### src/rtl/frame_sync_aligner.sv
// frame_sync_aligner: locks a pixel stream onto frame boundaries, drops
// beats until a start-of-frame is seen and flags line/frame framing errors.
module frame_sync_aligner #(
    parameter int DATA_W      = 64,
    parameter int LINE_BEATS  = 960,
    parameter int FRAME_LINES = 1080
) (
    input  logic              clock,
    input  logic              reset,
    input  logic [DATA_W-1:0] pixel_stream_in,
    input  logic              valid_in,
    output logic              ready_out,
    input  logic              start_of_frame_in,
    input  logic              end_of_line_in,
    output logic [DATA_W-1:0] pixel_stream_out,
    output logic              valid_out,
    input  logic              ready_in,
    output logic              start_of_frame_out,
    output logic              end_of_line_out,
    input  logic              clear_errors,
    output logic [3:0]        error_flags,
    output logic [15:0]       frame_count
);

    localparam int BW = (LINE_BEATS > 1) ? $clog2(LINE_BEATS) : 1;
    localparam int LW = (FRAME_LINES > 1) ? $clog2(FRAME_LINES) : 1;
    localparam int PW = DATA_W + 2;
    localparam logic [BW-1:0] LAST_BEAT = BW'(LINE_BEATS - 1);
    localparam logic [LW-1:0] LAST_LINE = LW'(FRAME_LINES - 1);

    typedef enum logic {
        SEEK = 1'b0,
        PASS = 1'b1
    } state_e;

    state_e        state_q, state_d;
    logic [BW-1:0] beat_q, beat_d;
    logic [LW-1:0] line_q, line_d;
    logic          expect_sof_q, expect_sof_d;

    logic [3:0]    err_q, err_d;
    logic [15:0]   frames_q, frames_d;
    logic          ready_q, ready_d;
    logic          out_vld_q, out_vld_d;
    logic [PW-1:0] out_q, out_d;
    logic          skid_vld_q, skid_vld_d;
    logic [PW-1:0] skid_q, skid_d;

    logic          in_fire;
    logic          out_fire;
    logic          sof;
    logic          eol;
    logic          at_last;
    logic          fwd;
    logic          force_eol;
    logic          frame_done;
    logic [3:0]    err_set;
    logic [PW-1:0] in_pl;

    assign sof      = start_of_frame_in;
    assign eol      = end_of_line_in;
    assign in_fire  = valid_in & ready_q;
    assign out_fire = out_vld_q & ready_in;
    assign at_last  = (beat_q == LAST_BEAT);
    assign in_pl    = {sof, eol | force_eol, pixel_stream_in};

    // framing state register: FSM state plus beat/line position
    always_ff @(posedge clock or posedge reset) begin
        if (reset) begin
            state_q      <= SEEK;
            beat_q       <= '0;
            line_q       <= '0;
            expect_sof_q <= 1'b0;
        end else begin
            state_q      <= state_d;
            beat_q       <= beat_d;
            line_q       <= line_d;
            expect_sof_q <= expect_sof_d;
        end
    end

    // next framing state; a start-of-frame always wins over line-end checks
    always_comb begin
        state_d      = state_q;
        beat_d       = beat_q;
        line_d       = line_q;
        expect_sof_d = expect_sof_q;
        if (in_fire) begin
            unique case (state_q)
                SEEK: begin
                    if (sof) begin
                        state_d      = PASS;
                        beat_d       = BW'(1);
                        line_d       = '0;
                        expect_sof_d = 1'b0;
                    end
                end
                PASS: begin
                    if (sof) begin
                        beat_d       = BW'(1);
                        line_d       = '0;
                        expect_sof_d = 1'b0;
                    end else if (expect_sof_q) begin
                        state_d      = SEEK;
                        expect_sof_d = 1'b0;
                    end else if (eol && at_last) begin
                        beat_d = '0;
                        if (line_q == LAST_LINE) begin
                            line_d       = '0;
                            expect_sof_d = 1'b1;
                        end else begin
                            line_d = line_q + LW'(1);
                        end
                    end else if (eol || at_last) begin
                        state_d = SEEK;
                    end else begin
                        beat_d = beat_q + BW'(1);
                    end
                end
                default: ;
            endcase
        end
    end

    // per-beat decisions: forward/drop, forced EOL, error and frame events
    always_comb begin
        fwd        = 1'b0;
        force_eol  = 1'b0;
        frame_done = 1'b0;
        err_set    = '0;
        if (in_fire) begin
            unique case (state_q)
                SEEK: fwd = sof;
                PASS: begin
                    if (sof) begin
                        fwd        = 1'b1;
                        err_set[2] = ~expect_sof_q;
                    end else if (expect_sof_q) begin
                        err_set[3] = 1'b1;
                    end else begin
                        fwd = 1'b1;
                        if (eol && at_last) begin
                            frame_done = (line_q == LAST_LINE);
                        end else if (eol) begin
                            err_set[0] = 1'b1;
                        end else if (at_last) begin
                            err_set[1] = 1'b1;
                            force_eol  = 1'b1;
                        end
                    end
                end
                default: ;
            endcase
        end
    end

    // two-entry buffer: output register backed by a skid register
    always_comb begin
        out_vld_d  = out_vld_q;
        out_d      = out_q;
        skid_vld_d = skid_vld_q;
        skid_d     = skid_q;
        if (out_fire) begin
            if (skid_vld_q) begin
                out_d      = skid_q;
                skid_vld_d = fwd;
                if (fwd) skid_d = in_pl;
            end else begin
                out_vld_d = fwd;
                if (fwd) out_d = in_pl;
            end
        end else if (fwd) begin
            if (out_vld_q) begin
                skid_vld_d = 1'b1;
                skid_d     = in_pl;
            end else begin
                out_vld_d = 1'b1;
                out_d     = in_pl;
            end
        end
        ready_d  = ~skid_vld_d;
        err_d    = (clear_errors ? 4'b0000 : err_q) | err_set;
        frames_d = frames_q + 16'(frame_done);
    end

    // buffer, ready, sticky flags and frame counter registers
    always_ff @(posedge clock or posedge reset) begin
        if (reset) begin
            out_vld_q  <= 1'b0;
            out_q      <= '0;
            skid_vld_q <= 1'b0;
            skid_q     <= '0;
            ready_q    <= 1'b0;
            err_q      <= '0;
            frames_q   <= '0;
        end else begin
            out_vld_q  <= out_vld_d;
            out_q      <= out_d;
            skid_vld_q <= skid_vld_d;
            skid_q     <= skid_d;
            ready_q    <= ready_d;
            err_q      <= err_d;
            frames_q   <= frames_d;
        end
    end

    assign ready_out          = ready_q;
    assign valid_out          = out_vld_q;
    assign start_of_frame_out = out_q[PW-1];
    assign end_of_line_out    = out_q[PW-2];
    assign pixel_stream_out   = out_q[DATA_W-1:0];
    assign error_flags        = err_q;
    assign frame_count        = frames_q;

endmodule

### config.mk
export PLATFORM = sky130hd
export DESIGN_NAME = frame_sync_aligner
export DESIGN_NICKNAME = d
export VERILOG_FILES = /design/src/rtl/frame_sync_aligner.sv
export SDC_FILE = /design/constraint.sdc
export NUM_CORES = 1
export LEC_CHECK = 0
export BUFFER_PORTS_ARGS = -buffer_cell sky130_fd_sc_hd__buf_2
export CORE_AREA = 2 2 155 157
export CTS_CLUSTER_DIAMETER = 80
export DETAILED_ROUTE_END_ITERATION = 10
export DIE_AREA = 0 0 157 159
export GPL_ROUTABILITY_DRIVEN = 0
export GPL_TIMING_DRIVEN = 0
export PLACE_DENSITY_LB_ADDON = 0.12
export SYNTH_ARGS = -nofsm -noshare
export SYNTH_HDL_FRONTEND = slang
export SYNTH_SLANG_ARGS = --single-unit
export TNS_END_PERCENT = 20
### constraint.sdc
create_clock -name clock -period 6.2 [get_ports clock]
set_input_delay 0.31 -clock clock [delete_from_list [all_inputs] [get_ports clock]]
set_output_delay 0.31 -clock clock [all_outputs]
set_load 0.005 [all_outputs]
Word-level counts from Yosys, hierarchy flattened
Index checks and enable logic that the tools add are counted.
{ "word_totals": {"ff_bits": 178, "input_bits": 71, "output_inout_bits": 88, "wordCells": 107} }
{ "classes": {"addsub": 3, "n_eq_ne": 9, "muxes": 66, "bitwise_logic": 7, "reduce_logical": 11} }
{ "op_table": {"columns": ["op", "count"], "rows": [
  ["two-way mux 66 bit", 9],
  ["two-way mux 11 bit", 5],
  ["two-way mux 10 bit", 5],
  ["two-way mux 1 bit", 36],
  ["case mux 11 bit (2 select lines)", 1],
  ["case mux 10 bit (2 select lines)", 1],
  ["adder 16 x 1 -> 16 bit", 1],
  ["two-way mux 4 bit", 3],
  ["adder 11 x 1 -> 11 bit (second input constant)", 1],
  ["equality test 11 bit (second input constant)", 1],
  ["adder 10 x 1 -> 10 bit (second input constant)", 1],
  ["equality test 10 bit (second input constant)", 1],
  ["AND reduction 4 bit", 2],
  ["two-way mux 2 bit", 3],
  ["inequality test 2 bit (second input constant)", 3],
  ["case mux 1 bit (2 select lines)", 3],
  ["AND reduction 3 bit", 2],
  ["nonzero test 2 bit", 3],
  ["inequality test 4 bit (second input constant)", 1],
  ["bitwise OR 4 bit", 1],
  ["AND reduction 2 bit", 2],
  ["inequality test 3 x 2 -> 1 bit (second input constant)", 1],
  ["inequality test 3 bit (second input constant)", 1],
  ["inverter 1 bit", 3],
  ["5 further kinds", 6]
]} }

Depth between registers and ports, before layout
Gate-level depths: netlist of the first run.
{ "depth": {"ltp_word": 12, "mapped_depth": 11, "mapped_depth_nobuf": 11} }

Least setup slack after synthesis of the first run
OpenSTA, ideal clock, no wires.
{ "synth_timing": {"path_type": "flip-flop to flip-flop", "from": "register line_q[3]", "to": "register frames_q[13], in the netlist frame_count[13]", "arrival_ps": 2475, "t_required_ps": 6121, "setup_slack_ps": 3645, "stages_incl_launch_ff": 9, "path_buffers": 0, "cell_sequence": "dfrtp_1 > or4b_4 > nor4_1 > and3_1 > ha_1 > nand3_1 > or3_1 > nor3_2 > xor2_1"} }
{ "synth_between": {"elab_chain_len": 7} }
{ "synth_lines": {"columns": ["item", "line", "text"], "rows": [
  ["start, declared", "38", "logic [LW-1:0] line_q, line_d;"],
  ["start signal, assigned", "77", "line_q <= line_d;"],
  ["equality test 11 bit", "143", "frame_done = (line_q == LAST_LINE);"],
  ["two-way mux 1 bit", "142", "if (eol && at_last) begin"],
  ["two-way mux 1 bit", "138", "end else if (expect_sof_q) begin"],
  ["two-way mux 1 bit", "135", "if (sof) begin"],
  ["two-way mux 1 bit", "132", "unique case (state_q)"],
  ["two-way mux 1 bit", "131", "if (in_fire) begin"],
  ["adder 16 x 1 -> 16 bit", "183", "frames_d = frames_q + 16'(frame_done);"],
  ["named net frames_d[13]", "42", "logic [15:0] frames_q, frames_d;"],
  ["end signal, assigned", "203", "frames_q <= frames_d;"],
  ["end, declared", "42", null]
]} }
The timed path passes the listed nets, and every way through them passes these cells.
A chain may end at the register's enable or synchronous reset.

Worst setup path in the final report of the first run
Same ends and word-level chain as after synthesis.

==> results_dict.tcl, run 1 <==
set metrics [dict create \
    status "finished clean" \
    wl_met2_um 8450 \
    areaGrowthSynthToFinish_pct 22.1 \
    htree_levels 4 \
    path_cells "or4b_4, nor4_1, and3_1, ha_1, nand3_1, or3_1, nor3_2, xor2_1" \
    worstSetupStartpointType "flip-flop" \
    synthTopCellsByArea "dfrtp_1 (55%), mux2_2 (21%), mux2_1 (6.3%)" \
    wl_met3_um 1050 \
    ir_worst_vdd_v 0.000202 \
    finClkSkew_ns 0.0108 \
    port_buffers 158 \
    routed_wl_um 17700 \
    syn_area_um2 8050 \
    cellLeakagePower_nw 4.51 \
    grt_pass1_wl_um 29700 \
    die_y_um 159 \
    worst_ep_arrival_time_ns 3.32 \
    fmax_mhz 337 \
    wl_met1_um 8020 \
    placed_area_um2 9280 \
    cts_tree "yes" \
    via_per_inst 4.75 \
    worstHoldPathType "input pin to flip-flop" \
    top_layer "met4" \
    hpwl_um 12700 \
    synth_edf_count 0 \
    clk_pin_slew_ns 0.07 \
    clock_latency_ns 0.43 \
    ys_types 54 \
    fin_crit_sh 0.478 \
    drc 0 \
    cts.sinks 178 \
    syn-instance-count 585 \
    slew_viol_final 0 \
    ys_warn_count 0 \
    slew_headroom 0.569 \
    layout.cells.non_filler 1096 \
    rows 56 \
    core_um2 23200 \
    grt_pass1_vias 5701 \
    grt_usage 0.149 \
    endpoint_kind "flip-flop" \
    dieArea_um2 25000 \
    postSynthNetCount 663 \
    async_flop_share 1.00 \
    critPathRequiredTime_ns 6.55 \
    drtPass1Iterations 4 \
    layout-drive-gt1-share 0.488 \
    tightest_slew_ns 0.647 \
    wl_per_cell_um 16.2 \
    grt_overflow 0 \
    clock_path_buffers 2 \
    yosysTopAreaCell "dfrtp_1" \
    crit_fanout 6 \
    io_pins 159 \
    synth.top_cell.area_share 0.553 \
    initial_core_util 0.347 \
    placedCellCount 1063 \
    syn_avg_cell_area_um2 13.8 \
    drt_iter0_drc 144 \
    nNetsFinal 842 \
    via_count 5205 \
    rsz0062_at_grt "no" \
    post_cts_resized 0 \
    final_area_um2 9830 \
    hold_ws_ns 0.113 \
    path_class "flip-flop to flip-flop" \
    cp_slowest_cell "or4b_4" \
    synth_flop_cell "dfrtp_1" \
    p_per_area_nw_per_um2 441 \
    ys_seq_area_frac 0.553 \
    cts_buffers 17 \
    hold_viol_final 0 \
    synth.ff_latch_count 178 \
    fin_crit_ns 2.97 \
    grt_max_degree 92 \
    setup_viol 0 \
    postCtsSetupBuffers 0 \
    maxCapViolCount 0 \
    crit_path_max_incr_delay_ns 0.56 \
    grt_antenna_before_repair 0 \
    root_buffer "clkbuf_16" \
    die_x_um 157 \
    drt.antenna.violating_nets 0 \
    path_buf_inv 0 \
    critPathTopFamily "simple AND/OR/NAND/NOR gates" \
]
power by group:
part	internal [mW]	switching (mW)	total [mW]
clock network	0.529	0.478	1.01
logic	0.837	0.603	1.44
registers	1.64	0.250	1.89
through the flow:
stage / setup WS (ns) / TNS [ns] / util / total power, mW
floorplan: 1.06 / 0 / - / 2.85
global placement: -1.02 / -180.47 / 0.398 / 3.32
detailed placement: 3.18 / 0 / 0.400 / 3.39
CTS: 3.18 / 0 / 0.424 / 4.42
global route: 2.99 / 0 / 0.424 / 4.64
finish: 3.23 / 0 / 0.424 / 4.34
cell families after synthesis:
family	Yosys count	share of synthesized area
AO/OA/AOI/OAI	53	0.0476
XOR/XNOR	20	0.0218
adder cells (fa/ha/maj)	7	0.0109
buffers and inverters	33	0.0242
flip-flops	178	0.553
multiplexers	195	0.273
AND/OR/NAND/NOR	99	0.0695
area by class of cell:
class                           count  area (um2)
Fill cell                        2175       13400
Sequential cell                   178        4450
Multi-Input combinational cell    374        3400
Timing Repair Buffer              160         828
Clock buffer                       19         443
Tap cell                          319         399
Buffer                             24         161
Clock inverter                     12        98.8
Inverter                            9        41.3
Antenna cell                        1        2.50
cell usage in the layout, fill, tap and decap left out, drive strengths merged, types with 8 or more instances in the layout:
master	n
nand2	23
inv	13
o21ai	18
or3	8
xnor2	9
nor2	19
nand3	11
dfrtp	178
clkbuf	22
buf	180
a21oi	13
xor2	11
mux2	195
synth_stat cells (3+ instances only):
cell type and instances:
o21ai_1 3, o21ai_0 14, ha_1 7, a21o_1 4, mux2_1 45, nand3_1 10, buf_6 4, nor3_1 4
dfrtp_1 178, and4_1 3, a21oi_1 8, buf_2 9, or3_1 8, nand4_1 6, inv_1 8, nor2_2 3
nor2b_1 3, xnor2_1 9, nor2_1 15, and3_1 4, clkbuf_1 3, a21oi_2 5, nand2b_1 4, buf_4 8
mux2_2 150, nand2_1 23, xor2_1 11
repair_timing:
action / in CTS / in global routing
hold buffers: 1 / 0
endpoints found under the hold margin: 4 / 0
setup endpoints to repair: 0 / 0
state kept, by name, summed over array words and instances (netlist names):
register and cells:
state_q 1, line_q 11, expect_sof_q 1, frame_count 16, skid_vld_q 1, out_q 66
beat_q 10, ready_out 1, error_flags 4, valid_out 1, skid_q 66
per-layer routing:
layer / track usage / vias up
li1: - / 2469
met1: 0.190 / 2605
met2: 0.245 / 116
met3: 0.0471 / 15
met4: 0.0379 / 0
met5: 0 / -
final timing paths:
path                                    start              end  slack (ns)  cells after the start
min reg2reg                   frame_count[15]  frame_count[15]        0.48                      1
min                        pixel_stream_in[2]        skid_q[2]        0.11                      2
max                                 line_q[3]  frame_count[13]        3.23                      8
min in group asynchronous               reset   error_flags[1]        0.50                      3
max reg2reg                         line_q[3]  frame_count[13]        3.23                      8
max in group asynchronous               reset        out_q[16]        4.83                      4
Power figures use the tool's default switching activity.
==> run 2, diff against run 1 <==
==> constraint.sdc (replaced) <==
create_clock -name clock -period 2.6 [get_ports clock]
set_input_delay 0.13 -clock clock [delete_from_list [all_inputs] [get_ports clock]]
set_output_delay 0.13 -clock clock [all_outputs]
set_load 0.005 [all_outputs]
==> run 2 against run 1 <==
Die area did not move. Cell count grew 7.0%. Flip-flop and latch count is the same. Largest cell class unchanged. Highest routed layer unchanged.
==> results_dict.tcl, run 2 (same netlist as run 1, synthesis figures left out) <==
set metrics [dict create \
    root_buffer "clkbuf_16" \
    tightest_slew_ns 0.724 \
    core_um2 23200 \
    hold_end "error_flags[2]" \
    initial_core_util 0.347 \
    worstSetupStartpointType "flip-flop" \
    power_mw 10.6 \
    hp-start "clear_errors" \
    via_per_inst 4.77 \
    nFillCells 2152 \
    rows 56 \
    worstHoldPathType "input pin to flip-flop" \
    fin_crit_sh 0.960 \
    io_pins 159 \
    grt_pass1_vias 5931 \
    crit_path_max_incr_delay_ns 0.41 \
    cts_tree "yes" \
    finClkSkew_ns 0.00950 \
    slew_headroom 0.516 \
    cts.sinks 178 \
    hold_viol_final 0 \
    endpoint_kind "flip-flop" \
    drtPass1Iterations 4 \
    path_cells "and3_4, and3_1, and4b_2, ha_4, and3_4, ha_4, nand3_2, or3_4, nor3_4, xor2_1" \
    layout-drive-gt1-share 0.479 \
    cts_buffers 17 \
    clock_path_buffers 2 \
    die_x_um 157 \
    status "finished clean" \
    slew_viol_final 0 \
    hold_depth 3 \
    final_cell_mix "dfrtp_1 (176), buf_2 (167), mux2_2 (150)" \
    setup_viol 0 \
    via_count 5593 \
    drt_iter0_drc 203 \
    path_class "flip-flop to flip-flop" \
    cp_slowest_cell "dfrtp_1" \
    grt_pass1_wl_um 30800 \
    diodes 0 \
    grt_usage 0.154 \
    areaGrowthSynthToFinish_pct 33.3 \
    wl_per_cell_um 15.8 \
    layout_commonest_cell "dfrtp_1" \
    reg2regPathDepth 10 \
    hold_ws_ns 0.0265 \
    r2r_end "frame_count[13]" \
    fmax_mhz 401 \
    clk_pin_slew_ns 0.07 \
    grt_antenna_before_repair 0 \
    port_buffers 158 \
    nNetsFinal 919 \
    crit_fanout 4 \
    hpwl_um 13000 \
    dieArea_um2 25000 \
    rsz0062_at_grt "yes" \
    setup_tns_ns 0 \
    clock_latency_ns 0.42 \
    grt_max_degree 44 \
    grt_overflow 0 \
    drc 0 \
    p_per_area_nw_per_um2 986 \
    worst_ep_arrival_time_ns 2.84 \
    worst-r2r-setup-slack_ns 0.10 \
    die_y_um 159 \
    drt.antenna.violating_nets 0 \
    critPathRequiredTime_ns 2.95 \
    maxCapViolCount 0 \
    r2r-start "beat_q[4]" \
    ir_worst_vdd_v 0.000429 \
    final_area_um2 10700 \
    routed_wl_um 18500 \
    fin_crit_ns 2.50 \
    placed_area_um2 9320 \
    htree_levels 4 \
    cellLeakagePower_nw 4.90 \
]
-- run 2: final cells by class --
class / count / area (um2) / share of cell area
buffer: 24 / 161 / 0.0150
clock buffer: 18 / 439 / 0.0409
clock inverter: 14 / 138 / 0.0128
inverter: 9 / 37.5 / 0.00350
multi-input combinational: 374 / 3500 / 0.326
sequential: 178 / 4460 / 0.415
tap: 319 / 399 / 0.0372
timing repair buffer: 237 / 1600 / 0.149
-- run 2: worst max path at each step --
| stage | start | endpoint | slack [ns] | cells past startpoint |
|---|---|---|---|---|
| 6_report | beat_q[4] | frame_count[13] | 0.10 | 10 |
| 5_1_grt | beat_q[4] | frame_count[13] | -0.04 | 10 |
| 4_1_cts | line_q[3] | frame_count[12] | 0.02 | 9 |
| 3_5_place_dp | line_q[3] | frame_count[13] | -0.44 | 8 |
| 3_3_place_gp | reset | frame_count[5] | -0.95 | 2 |
| 2_1_floorplan | line_q[3] | frame_count[13] | 0.05 | 8 |
-- run 2: power by group --
| group | internal (mW) | switching (mW) | total [mW] | leakage, nW |
|---|---|---|---|---|
| sequential | 3.91 | 0.602 | 4.51 | 2.19 |
| clock | 1.31 | 1.23 | 2.53 | 0.284 |
| combinational | 2.07 | 1.47 | 3.54 | 2.42 |
-- run 2: critical path: cells and delay by family (launching register included) --
kind	cells	cell delay, ns
xor gates and xnor gates	1	0.16
adders and majority gates	2	0.32
DFF	1	0.41
and+or+nand+nor	7	1.53
-- run 2: metal layers --
metal,global-route usage,vias up,routed length (um)
li1,-,2625,-
met1,0.201,2839,8440
met2,0.253,121,9060
met3,0.0435,8,903
met4,0.0379,0,136
met5,0,-,0
-- run 2: through the flow --
stage          setup slack [ns]   util  cells
4_1_cts                  0.0232  0.460   1169
5_1_grt                 -0.0379  0.463   1173
2_1_floorplan            0.0455      -    585
6_report                  0.104  0.463   1173
3_5_place_dp             -0.438  0.402   1066
3_3_place_gp             -0.951  0.399   1062
-- run 2: what timing repair did --
action                     in CTS  in global routing
setup buffers                   5                  4
hold buffers                   66                  0
hold endpoints to repair       92                  0
cloned                          0                  0
pin swaps                       4                  7
setup endpoints to repair      10                 14
resized for setup              16                  6
